$ cat config.mk
export PLATFORM = sky130hd
export DESIGN_NAME = i2s_audio_in
export DESIGN_NICKNAME = d
export VERILOG_FILES = /design/src/rtl/i2s_audio_in.sv
export SDC_FILE = /design/constraint.sdc
export NUM_CORES = 1
export LEC_CHECK = 0
export BUFFER_PORTS_ARGS = -buffer_cell sky130_fd_sc_hd__buf_2
export CAP_MARGIN = 10
export CORE_AREA = 2 2 90 92
export DETAILED_ROUTE_END_ITERATION = 10
export DIE_AREA = 0 0 92 94
export PLACE_DENSITY_LB_ADDON = 0.05
export SYNTH_ARGS = -nofsm -noshare
export SYNTH_HDL_FRONTEND = slang
export SYNTH_SLANG_ARGS = --single-unit
export TNS_END_PERCENT = 20
$ cat constraint.sdc
create_clock -name clk -period 2.3 [get_ports clk]
set_input_delay 0.115 -clock clk [delete_from_list [all_inputs] [get_ports clk]]
set_output_delay 0.115 -clock clk [all_outputs]
set_load 0.01 [all_outputs]
$ cat src/rtl/i2s_audio_in.sv
// i2s_audio_in: master-mode I2S receiver for the stereo guitar ADC.
// Derives mclk/bclk/lrclk from the system clock with one free-running 10-bit counter.
// Shifts in the ADC data line using the standard one-bit I2S delay.
// Presents each left/right pair together, with a one-clk valid strobe.
//
// Ports:
//   clk       system clock (clk_mhz MHz; the divider ratios assume 50)
//   rst_n     asynchronous active-low reset
//   AI_mclk   ADC master clock, clk/4
//   AI_bclk   bit clock, clk/16
//   AI_lrclk  word select, clk/1024 (low = left, high = right)
//   AI_sdata  serial data from the ADC, changes on falling bclk
//   left_out  last complete left sample (upper in_res bits, two's complement)
//   right_out last complete right sample
//   valid     one-clk pulse when left_out/right_out update
module i2s_audio_in #(
  parameter int unsigned clk_mhz = 50,
  parameter int unsigned in_res  = 16
) (
  input  logic              clk,
  input  logic              rst_n,
  output logic              AI_mclk,
  output logic              AI_bclk,
  output logic              AI_lrclk,
  input  logic              AI_sdata,
  output logic [in_res-1:0] left_out,
  output logic [in_res-1:0] right_out,
  output logic              valid
);

  if (clk_mhz != 50 || in_res < 8 || in_res > 31) begin : g_bad_param
    $error("i2s_audio_in: unsupported clk_mhz or in_res");
  end

  logic [9:0]        cnt_q, cnt_d;
  logic [1:0]        sync_q, sync_d;
  logic [in_res-1:0] sr_q, sr_d;
  logic [in_res-1:0] hold_q, hold_d;
  logic [in_res-1:0] left_q, left_d;
  logic [in_res-1:0] right_q, right_d;
  logic              valid_q, valid_d;
  logic              mclk_q, bclk_q, lrclk_q;

  logic [4:0] slot;
  logic       in_window;
  logic       sample;

  assign slot      = cnt_q[8:4];
  // Slot 0 holds the I2S delay bit; slots past in_res are truncated ADC LSBs.
  assign in_window = (slot != 5'd0) && (32'(slot) <= in_res);
  // cnt[3:0]==B sits mid-way through the stable half of the bit.
  assign sample    = (cnt_q[3:0] == 4'hB) && in_window;

  always_comb begin
    cnt_d   = cnt_q + 10'd1;
    sync_d  = {sync_q[0], AI_sdata};
    sr_d    = sr_q;
    hold_d  = hold_q;
    left_d  = left_q;
    right_d = right_q;
    valid_d = 1'b0;

    if (cnt_q[8:0] == 9'd0) begin
      sr_d = '0;
    end else if (sample) begin
      sr_d = {sr_q[in_res-2:0], sync_q[1]};
    end

    // Park the left word so both channels publish on the same edge.
    if (cnt_q == 10'h1FF) begin
      hold_d = sr_q;
    end

    if (cnt_q == 10'h3FF) begin
      left_d  = hold_q;
      right_d = sr_q;
      valid_d = 1'b1;
    end
  end

  always_ff @(posedge clk or negedge rst_n) begin
    if (!rst_n) begin
      cnt_q   <= '0;
      sync_q  <= '0;
      sr_q    <= '0;
      hold_q  <= '0;
      left_q  <= '0;
      right_q <= '0;
      valid_q <= 1'b0;
      mclk_q  <= 1'b0;
      bclk_q  <= 1'b0;
      lrclk_q <= 1'b0;
    end else begin
      cnt_q   <= cnt_d;
      sync_q  <= sync_d;
      sr_q    <= sr_d;
      hold_q  <= hold_d;
      left_q  <= left_d;
      right_q <= right_d;
      valid_q <= valid_d;
      // Registered from the next count so each clock output tracks cnt bit-for-bit.
      mclk_q  <= cnt_d[1];
      bclk_q  <= cnt_d[3];
      lrclk_q <= cnt_d[9];
    end
  end

  assign AI_mclk   = mclk_q;
  assign AI_bclk   = bclk_q;
  assign AI_lrclk  = lrclk_q;
  assign left_out  = left_q;
  assign right_out = right_q;
  assign valid     = valid_q;

endmodule

==> results of run 1 <==
kinds of logic (layout without fill, tap and decap cells):
| family | Yosys count | count (layout) |
|---|---|---|
| DFF | 77 | 77 |
| muxes | 50 | 50 |
| and+or+nand+nor | 20 | 20 |
| AOI/OAI and AO/OA | 16 | 16 |
| buffers and inverters | 12 | 66 |
| xor gates and xnor gates | 8 | 8 |
| adders and majority gates | 2 | 2 |
cells in the final DEF (no fill, tap or decap), drive strengths merged, types with 4 or more instances in the layout:
master	n
mux2	49
buf	44
nand3	4
clkbuf	10
xnor2	5
inv	4
a32o	16
dfrtp	77
cell type report:
cell class	count	area, µm²	area share [%]
repair buffers	46	257.7	7.251
multi-input cells	96	988.4	27.81
inverters	4	15.01	0.4224
well taps	102	127.6	3.590
clock buffers	10	127.6	3.590
clock inverters	6	111.4	3.133
flip-flops and latches	77	1927	54.21
per-layer routing:
metal | track usage, % | vias up | share of wire, %
met5 | 0 | - | 0
met4 | 4.851 | 0 | 1.5
met3 | 5.217 | 7 | 4.3
met2 | 21.81 | 30 | 51
met1 | 18.05 | 885 | 43
li1 | - | 782 | -
worst min path at each step:
stage | from | to | slack (ps)
after global routing | sync_q[0] | sync_q[1] | 360
after floorplan | rst_n | cnt_q[0] | -180
after detailed placement | AI_sdata | sync_q[0] | 230
final | sync_q[0] | sync_q[1] | 350
after CTS | sync_q[0] | sync_q[1] | 350
after global placement | AI_sdata | sync_q[0] | 220
worst reg2reg max path: cells and delay by family, from the launching register on:
family	cells	cell delay [ps]
DFF	1	400
buffers and inverters	1	310
and+or+nand+nor	2	540
muxes	1	380
adders and majority gates	1	260
power breakdown:
group          switching, mW  internal, mW
sequential           0.00232          1.36
clock                  0.492         0.721
combinational         0.0257       0.00523
sequential cells by signal, summed over array words and instances, names as in the netlist:
signal,count
cnt_q,10
hold_q,16
left_out,16
right_out,16
sr_q,16
sync_q,2
valid,1
per-stage QoR:
step	total power, mW	setup slack, ps	cells	hold slack [ps]	area (µm²)
CTS	2.635	273.8	341	354.5	3555
finish	2.602	304.8	341	352.7	3555
global route	2.713	156.4	341	362.6	3555
detailed placement	1.416	286.1	323	226.7	3296
global placement	1.414	392.0	323	224.5	3296
floorplan	1.387	370.4	185	-180.6	3005
==> impl_metrics.json, run 1 <==
{
  "nNetsFinal": 239,
  "grt_max_degree": 78,
  "synthTopCellsByCount": "77 x dfrtp_1, 47 x mux2_2, 16 x a32o_1, 6 x buf_6, 5 x xnor2_1",
  "crit_type": "reg2reg",
  "crit_end": "left_out[12]",
  "clkLatencyLatePin_ps": 350,
  "outcome": "complete, no violations",
  "fin_tns_setup_ps": 0,
  "setup_viol": 0,
  "grt_first_pass_wirelength_um": 9246,
  "htree_num_levels": 3,
  "yosysTopAreaCell": "dfrtp_1",
  "max-vdd-ir-drop_mv": 0.3305,
  "antenna_cells": 0,
  "nFillCells": 709,
  "holdPathStages": 0,
  "crit_start": "cnt_q[1]",
  "cts-resized-gates": 0,
  "ys.flop_type": "dfrtp_1",
  "grt_pass1_vias": 1815,
  "drv_slew": 0,
  "cpLargestDelayFamily": "simple AND/OR/NAND/NOR gates",
  "cp.arrival_ps": 2230,
  "syn_avg_cell_area_um2": 16.25,
  "synth_top_family_by_area": "multiplexers",
  "numCtsBuffers": 9,
  "syn_area_mm2": 0.003005,
  "synth_most_common_cell": "dfrtp_1",
  "crit_fanout": 18,
  "worstPathCellList": "ha_1 -> nand3_1 -> nor4_4 -> buf_4 -> mux2_2",
  "die_w_um": 92,
  "port_buffers": 38,
  "grt_antenna_before_repair": 0,
  "hp-class": "reg2reg",
  "reg2reg_to": "left_out[12]",
  "worst_pin_slew_ps": 948.0,
  "r2r-start": "cnt_q[1]",
  "slowest_stage": "dfrtp_1",
  "synthSimpleGateAreaFrac_pct": 5.579,
  "area_growth_pct": 18.28,
  "max_freq_mhz": 501.2,
  "drt-total-wl_um": 5335,
  "ant_nets": 0,
  "synthCells": 185,
  "place_congestion": 0.7460,
  "drc": 0,
  "slowest_delay_ps": 400,
  "clkTransAtPathRegs_ps": 80,
  "firstDrtPassIters": 4,
  "cts_root_buffer": "clkbuf_8",
  "clock_skew_ps": 6.222,
  "maxCapViolCount": 0,
  "synth_seq_cells": 77,
  "dp_hpwl_um": 3469,
  "viasPerCell": 4.997,
  "start_util_pct": 39.51,
  "design.die.area_mm2": 0.008648,
  "synthMuxAreaShare_pct": 18.82,
  "ios": 39,
  "cts_tree": "done",
  "reg2reg_slack_ps": 300,
  "vias": 1704,
  "synth-compound-area-share_pct": 5.329,
  "postCtsSetupBuffers": 0,
  "finalHoldViolCount": 0,
  "path_buf_inv": 1,
  "synth_xor_area_share_pct": 2.331,
  "synthAdderAreaFrac_pct": 0.8326,
  "path_depth": 5,
  "drive_gt1_share_pct": 46.86,
  "yosys-top-cells-area": "dfrtp_1 64%, mux2_2 18%, a32o_1 5.3%, buf_6 2.2%, nor4_4 2.1%",
  "rsz0062_at_grt": "false",
  "die_h_um": 94,
  "yosysSeqAreaShare_pct": 64.11,
  "wire_per_inst_um": 15.65,
  "synthArstFlopShare_pct": 100.0,
  "worstSetupEndpointType": "flip-flop",
  "ff2ff_path_depth": 5,
  "fin_crit_sh_pct": 86.75,
  "gr-total-overflow": 0,
  "yosysUniqueCellTypes": 24,
  "syn_nets": 190,
  "coreArea_mm2": 0.007607,
  "p_leak_nw": 1.801,
  "cts_sinks": 77,
  "period_needed_ps": 1995,
  "critPathRequiredTime_ps": 2540,
  "fin_util_pct": 46.73,
  "startpoint_type": "flip-flop",
  "hold_buffers": 2,
  "clockBufferDepth": 2,
  "synth_warnings": 0,
  "drtIter0Drc": 62,
  "synth_edf_count": 0,
  "rows": 32,
  "cellPowerDensity_mw_per_mm2": 732.0,
  "max-slew-margin-rel_pct": 36.80,
  "grt_util_all_layers_pct": 13.99,
  "synth_top_area_share_pct": 64.11
}
Power figures use the tool's default switching activity.
==> inputs of run 2 (changes only) <==
PLACE_DENSITY = 0.58   (was default)
PLACE_DENSITY_LB_ADDON = default   (was 0.05)
==> impl_metrics.json, run 2 (synthesized netlist as in run 1, its figures left out) <==
{
  "outcome": "complete, no violations",
  "fin_crit_sh_pct": 84.80,
  "final_common_cell": "dfrtp_1",
  "setup_viol": 0,
  "dp_hpwl_um": 3141,
  "start_util_pct": 39.51,
  "max-slew-margin-rel_pct": 35.79,
  "maxCapViolCount": 0,
  "drtIter0Drc": 113,
  "clockBufferDepth": 2,
  "worstPathCellList": "ha_1 -> nand3_1 -> nor4_4 -> buf_12 -> mux2_2",
  "drv_slew": 0,
  "grt_antenna_before_repair": 0,
  "drive_gt1_share_pct": 47.28,
  "drc": 0,
  "worstSetupEndpointType": "flip-flop",
  "path_buf_inv": 1,
  "p_sw_share_pct": 21.57,
  "power_frac_comb_pct": 1.3,
  "wire_per_inst_um": 14.48,
  "critPathRequiredTime_ps": 2530,
  "hp-start": "sync_q[0]",
  "p_seq_share_pct": 56.4,
  "clkLatencyLatePin_ps": 340,
  "setup_ws_ps": 349.6,
  "die_w_um": 92,
  "holdWs_ps": 353.8,
  "holdPathStages": 0,
  "hp-class": "reg2reg",
  "slowest_stage": "dfrtp_1",
  "worst_pin_slew_ps": 963.2,
  "ant_nets": 0,
  "power.internal_mw": 1.888,
  "drt-total-wl_um": 4937,
  "path_depth": 5,
  "nNetsFinal": 239,
  "firstDrtPassIters": 4,
  "r2r-start": "cnt_q[1]",
  "finalHoldViolCount": 0,
  "cpLargestDelayFamily": "simple AND/OR/NAND/NOR gates",
  "cts_tree": "done",
  "ff2ff_path_depth": 5,
  "coreArea_mm2": 0.007607,
  "rsz0062_at_grt": "false",
  "cellPowerDensity_mw_per_mm2": 682.2,
  "vias": 1696,
  "clkTransAtPathRegs_ps": 80,
  "p_leak_nw": 1.781,
  "hold_end": "sync_q[1]",
  "crit_fanout": 27,
  "reg2reg_to": "right_out[14]",
  "grt_util_all_layers_pct": 12.82,
  "design.die.area_mm2": 0.008648,
  "crit_type": "reg2reg",
  "die_h_um": 94,
  "viasPerCell": 4.974,
  "slowest_delay_ps": 390,
  "place_congestion": 0.7343,
  "clock_power_share_pct": 42.3,
  "htree_num_levels": 3,
  "layout_common_cells": "77 x dfrtp_1, 47 x mux2_2, 37 x buf_2",
  "gr-total-overflow": 0,
  "period_needed_ps": 1950,
  "rows": 32,
  "ios": 39,
  "power_switching_mw": 0.5192,
  "startpoint_type": "flip-flop",
  "cp.arrival_ps": 2180,
  "cts-resized-gates": 0,
  "area_growth_pct": 17.40,
  "port_buffers": 38,
  "cts_root_buffer": "clkbuf_8",
  "grt_max_degree": 78,
  "fin_tns_setup_ps": 0,
  "numCtsBuffers": 9,
  "grt_pass1_vias": 1684,
  "cts_sinks": 77,
  "grt_first_pass_wirelength_um": 8549,
  "dp_slack_ps": 369.5,
  "max-vdd-ir-drop_mv": 0.3443,
  "reg2reg_slack_ps": 350,
  "clock_skew_ps": 6.069,
  "antenna_cells": 0,
  "max_freq_mhz": 512.7
}
run 2: power groups by stage:
| stage | clock [mW] | combinational (mW) | sequential (mW) |
|---|---|---|---|
| after floorplan | 0 | 0.00163 | 1.38 |
| after global placement | 0 | 0.0305 | 1.39 |
| after detailed placement | 0 | 0.0308 | 1.39 |
| after CTS | 1.05 | 0.0334 | 1.36 |
| after global routing | 1.11 | 0.0377 | 1.36 |
| final | 1.02 | 0.0313 | 1.36 |
run 2: area by class of cell:
type | count | area [µm²]
clock inverters | 6 | 62.56
repair buffers | 46 | 270.3
flip-flops and latches | 77 | 1927
inverters | 4 | 15.01
fillers | 711 | 4079
clock buffers | 10 | 137.6
multi-input cells | 96 | 988.4
well taps | 102 | 127.6
run 2: timing repair:
item,in CTS,in global routing
endpoints found under the setup margin,0,0
buffers inserted,0,0
hold buffers,2,0
endpoints found under the hold margin,78,0
run 2: through the flow:
stage	util [%]	power (mW)	cells	cell area, µm²
2_1_floorplan	-	1.387	185	3005
3_3_place_gp	43.49	1.416	323	3308
3_5_place_dp	43.49	1.416	323	3308
4_1_cts	46.38	2.444	341	3528
5_1_grt	46.38	2.507	341	3528
6_report	46.38	2.407	341	3528
run 2: worst max-delay path by stage:
stage,start,to,slack [ps]
3_5_place_dp,cnt_q[1],right_out[14],370
6_report,cnt_q[1],right_out[14],350
3_3_place_gp,cnt_q[1],left_out[5],420
4_1_cts,cnt_q[1],left_out[8],330
2_1_floorplan,cnt_q[1],hold_q[0],370
5_1_grt,cnt_q[1],right_out[10],190
run 2: per-layer routing:
| layer | wire length [µm] | global-route usage, % |
|---|---|---|
| met1 | 2475 | 17.73 |
| met2 | 2186 | 18.69 |
| met3 | 188 | 3.210 |
| met4 | 87 | 6.716 |
| met5 | 0 | 0 |
==> inputs of run 3 (changes only) <==
ABC_AREA = 1   (was default)
CORE_AREA = 2 2 93 95   (was 2 2 90 92)
DIE_AREA = 0 0 95 97   (was 0 0 92 94)
PLACE_DENSITY = 0.6   (was 0.58)
clock period = 1.72 ns   (was 2.3 ns; I/O delays follow)
==> impl_metrics.json, run 3 <==
{
  "drt-total-wl_um": 6831,
  "vias": 2417,
  "wl_met3_um": 279,
  "synth_edf_count": 0,
  "postCtsSetupBuffers": 0,
  "area_growth_pct": 17.54,
  "synth_most_common_cell": "nand2_1",
  "fin_area_mm2": 0.003781,
  "layout_common_cells": "124 x nand2_1, 77 x dfrtp_1, 37 x buf_2",
  "grt_antenna_before_repair": 0,
  "wire_per_inst_um": 13.66,
  "reg2reg_to": "hold_q[2]",
  "nNetsFinal": 395,
  "placed_cell_area_mm2": 0.003537,
  "worst_pin_slew_ps": 504.5,
  "max_freq_mhz": 653.8,
  "place_congestion": 0.8053,
  "synthCells": 343,
  "final-instance-count-excl-fill": 500,
  "slowest_delay_ps": 410,
  "ys.flop_type": "dfrtp_1",
  "synthAdderAreaFrac_pct": 0.7779,
  "design.die.area_mm2": 0.009215,
  "ff2ff_path_depth": 8,
  "drv_slew": 0,
  "clkLatencyLatePin_ps": 350,
  "crit_type": "reg2reg",
  "ios": 39,
  "outcome": "complete, no violations",
  "finalHoldViolCount": 0,
  "wl_met2_um": 3170,
  "placedCellCount": 482,
  "max-slew-margin-rel_pct": 66.36,
  "final_common_cell": "nand2_1",
  "syn_nets": 348,
  "drtIter0Drc": 144,
  "drive_gt1_share_pct": 21.01,
  "synth_seq_cells": 77,
  "cts_sinks": 77,
  "cellPowerDensity_mw_per_mm2": 868.7,
  "synth_warnings": 0,
  "htree_num_levels": 3,
  "dp_hpwl_um": 4510,
  "viasPerCell": 4.834,
  "p_seq_share_pct": 55.3,
  "clkTransAtPathRegs_ps": 80,
  "grt_util_all_layers_pct": 16.31,
  "hp-class": "in2async",
  "wl_met1_um": 3344,
  "power_frac_comb_pct": 1.4,
  "critPathRequiredTime_ps": 1960,
  "drc": 0,
  "period_needed_ps": 1529,
  "synth_xor_area_share_pct": 1.089,
  "setup_viol": 0,
  "p_sw_share_pct": 20.47,
  "yosys-top-cells-area": "dfrtp_1 60%, nand2_1 14%, nand3_1 5.6%, o21ai_0 5.0%, nand4_1 3.1%",
  "gr-total-overflow": 0,
  "coreArea_mm2": 0.008134,
  "yosysSeqAreaShare_pct": 59.90,
  "cts_tree": "done",
  "maxCapViolCount": 0,
  "rsz0062_at_grt": "false",
  "worstPathCellList": "ha_1 -> inv_1 -> nor2_4 -> nand2_4 -> clkinv_1 -> buf_4 -> nand3_1 -> nand2_1",
  "yosysUniqueCellTypes": 21,
  "synth_top_area_share_pct": 59.90,
  "grt_max_degree": 40,
  "power_switching_mw": 0.6723,
  "r2r-start": "cnt_q[1]",
  "yosysTopAreaCell": "dfrtp_1",
  "synthSimpleGateAreaFrac_pct": 28.55,
  "synth_top_family_by_area": "simple AND/OR/NAND/NOR gates",
  "synth-compound-area-share_pct": 4.979,
  "reg2reg_slack_ps": 190,
  "worstSetupEndpointType": "flip-flop",
  "firstDrtPassIters": 4,
  "p_leak_nw": 2.117,
  "multiInputGateArea_mm2": 0.001144,
  "port_buffers": 38,
  "clock_power_share_pct": 43.2,
  "synthArstFlopShare_pct": 100.0,
  "clock_skew_ps": 8.879,
  "syn_area_mm2": 0.003217,
  "grt_first_pass_wirelength_um": 11800,
  "grt_pass1_vias": 2477,
  "cp.arrival_ps": 1770,
  "slowest_stage": "dfrtp_1",
  "clockBufferDepth": 2,
  "fin_crit_sh_pct": 88.92,
  "start_util_pct": 39.55,
  "syn_avg_cell_area_um2": 9.379,
  "startpoint_type": "flip-flop",
  "synthMuxAreaShare_pct": 0,
  "crit_fanout": 17,
  "synthTopCellsByCount": "124 x nand2_1, 77 x dfrtp_1, 36 x nand3_1, 32 x o21ai_0, 16 x nand4_1",
  "cts_root_buffer": "clkbuf_8",
  "crit_start": "cnt_q[1]",
  "final-seq-area_mm2": 0.001927,
  "max-vdd-ir-drop_mv": 0.3784,
  "rows": 33,
  "die_h_um": 97,
  "die_w_um": 95,
  "power.internal_mw": 2.612,
  "ant_nets": 0,
  "numCtsBuffers": 9,
  "top_layer": "met4",
  "fin_util_pct": 46.49,
  "nFillCells": 813,
  "antenna_cells": 0,
  "fin_tns_setup_ps": 0
}
## run 3: cell families after synthesis
group | count (synthesis)
AND/OR/NAND/NOR | 201
XOR/XNOR | 4
adder cells (fa/ha/maj) | 2
flip-flops | 77
buffers and inverters | 27
AO/OA/AOI/OAI | 32
## run 3: power groups by stage
stage	Combinational, mW	Sequential, mW	Clock [mW]
after floorplan	0.00191	1.85	0
after global placement	0.0465	1.85	0
after detailed placement	0.0474	1.85	0
after CTS	0.0509	1.82	1.46
after global routing	0.0562	1.82	1.53
final	0.0474	1.82	1.42
## run 3: layer usage
metal  global-route usage (%)  up-vias
met1                    22.90     1144
met2                    25.15       52
li1                         -     1217
met5                        0        -
met3                    3.505        4
met4                    5.240        0
## run 3: worst max-delay path by stage
stage / to / slack, ps / depth (start not counted)
3_5_place_dp: hold_q[7] / 160 / 8
2_1_floorplan: hold_q[10] / 210 / 8
4_1_cts: hold_q[7] / 140 / 8
3_3_place_gp: hold_q[5] / 190 / 8
6_report: hold_q[2] / 190 / 8
5_1_grt: left_out[5] / 20 / 7
## run 3: repair_timing
action / 4_1_cts / 5_1_grt
gates resized for setup: 0 / 3
endpoints found under the setup margin: 0 / 13
endpoints found under the hold margin: 39 / 0
hold buffers: 2 / 0
## run 3: area by class of cell
type	instances	area share, %
Sequential cell	77	50.96
Multi-Input combinational cell	239	30.24
Timing Repair Buffer	53	8.736
Clock buffer	13	4.467
Tap cell	105	3.475
Clock inverter	3	1.125
Inverter	10	0.9927
## run 3: worst max-delay path, delay by kind of cell (launching register included)
family | cells | cell delay [ps]
DFF | 1 | 410
buffers and inverters | 3 | 410
and+or+nand+nor | 4 | 400
adders and majority gates | 1 | 210
## run 3: stage by stage
stage               hold WS [ps]  total power, mW  worst slack (ps)
floorplan                 -209.6            1.854             209.7
global placement           91.55            1.900             188.2
detailed placement         98.33            1.901             163.5
CTS                        258.2            3.327             137.3
global route               298.8            3.408             23.12
finish                     248.3            3.285             190.6
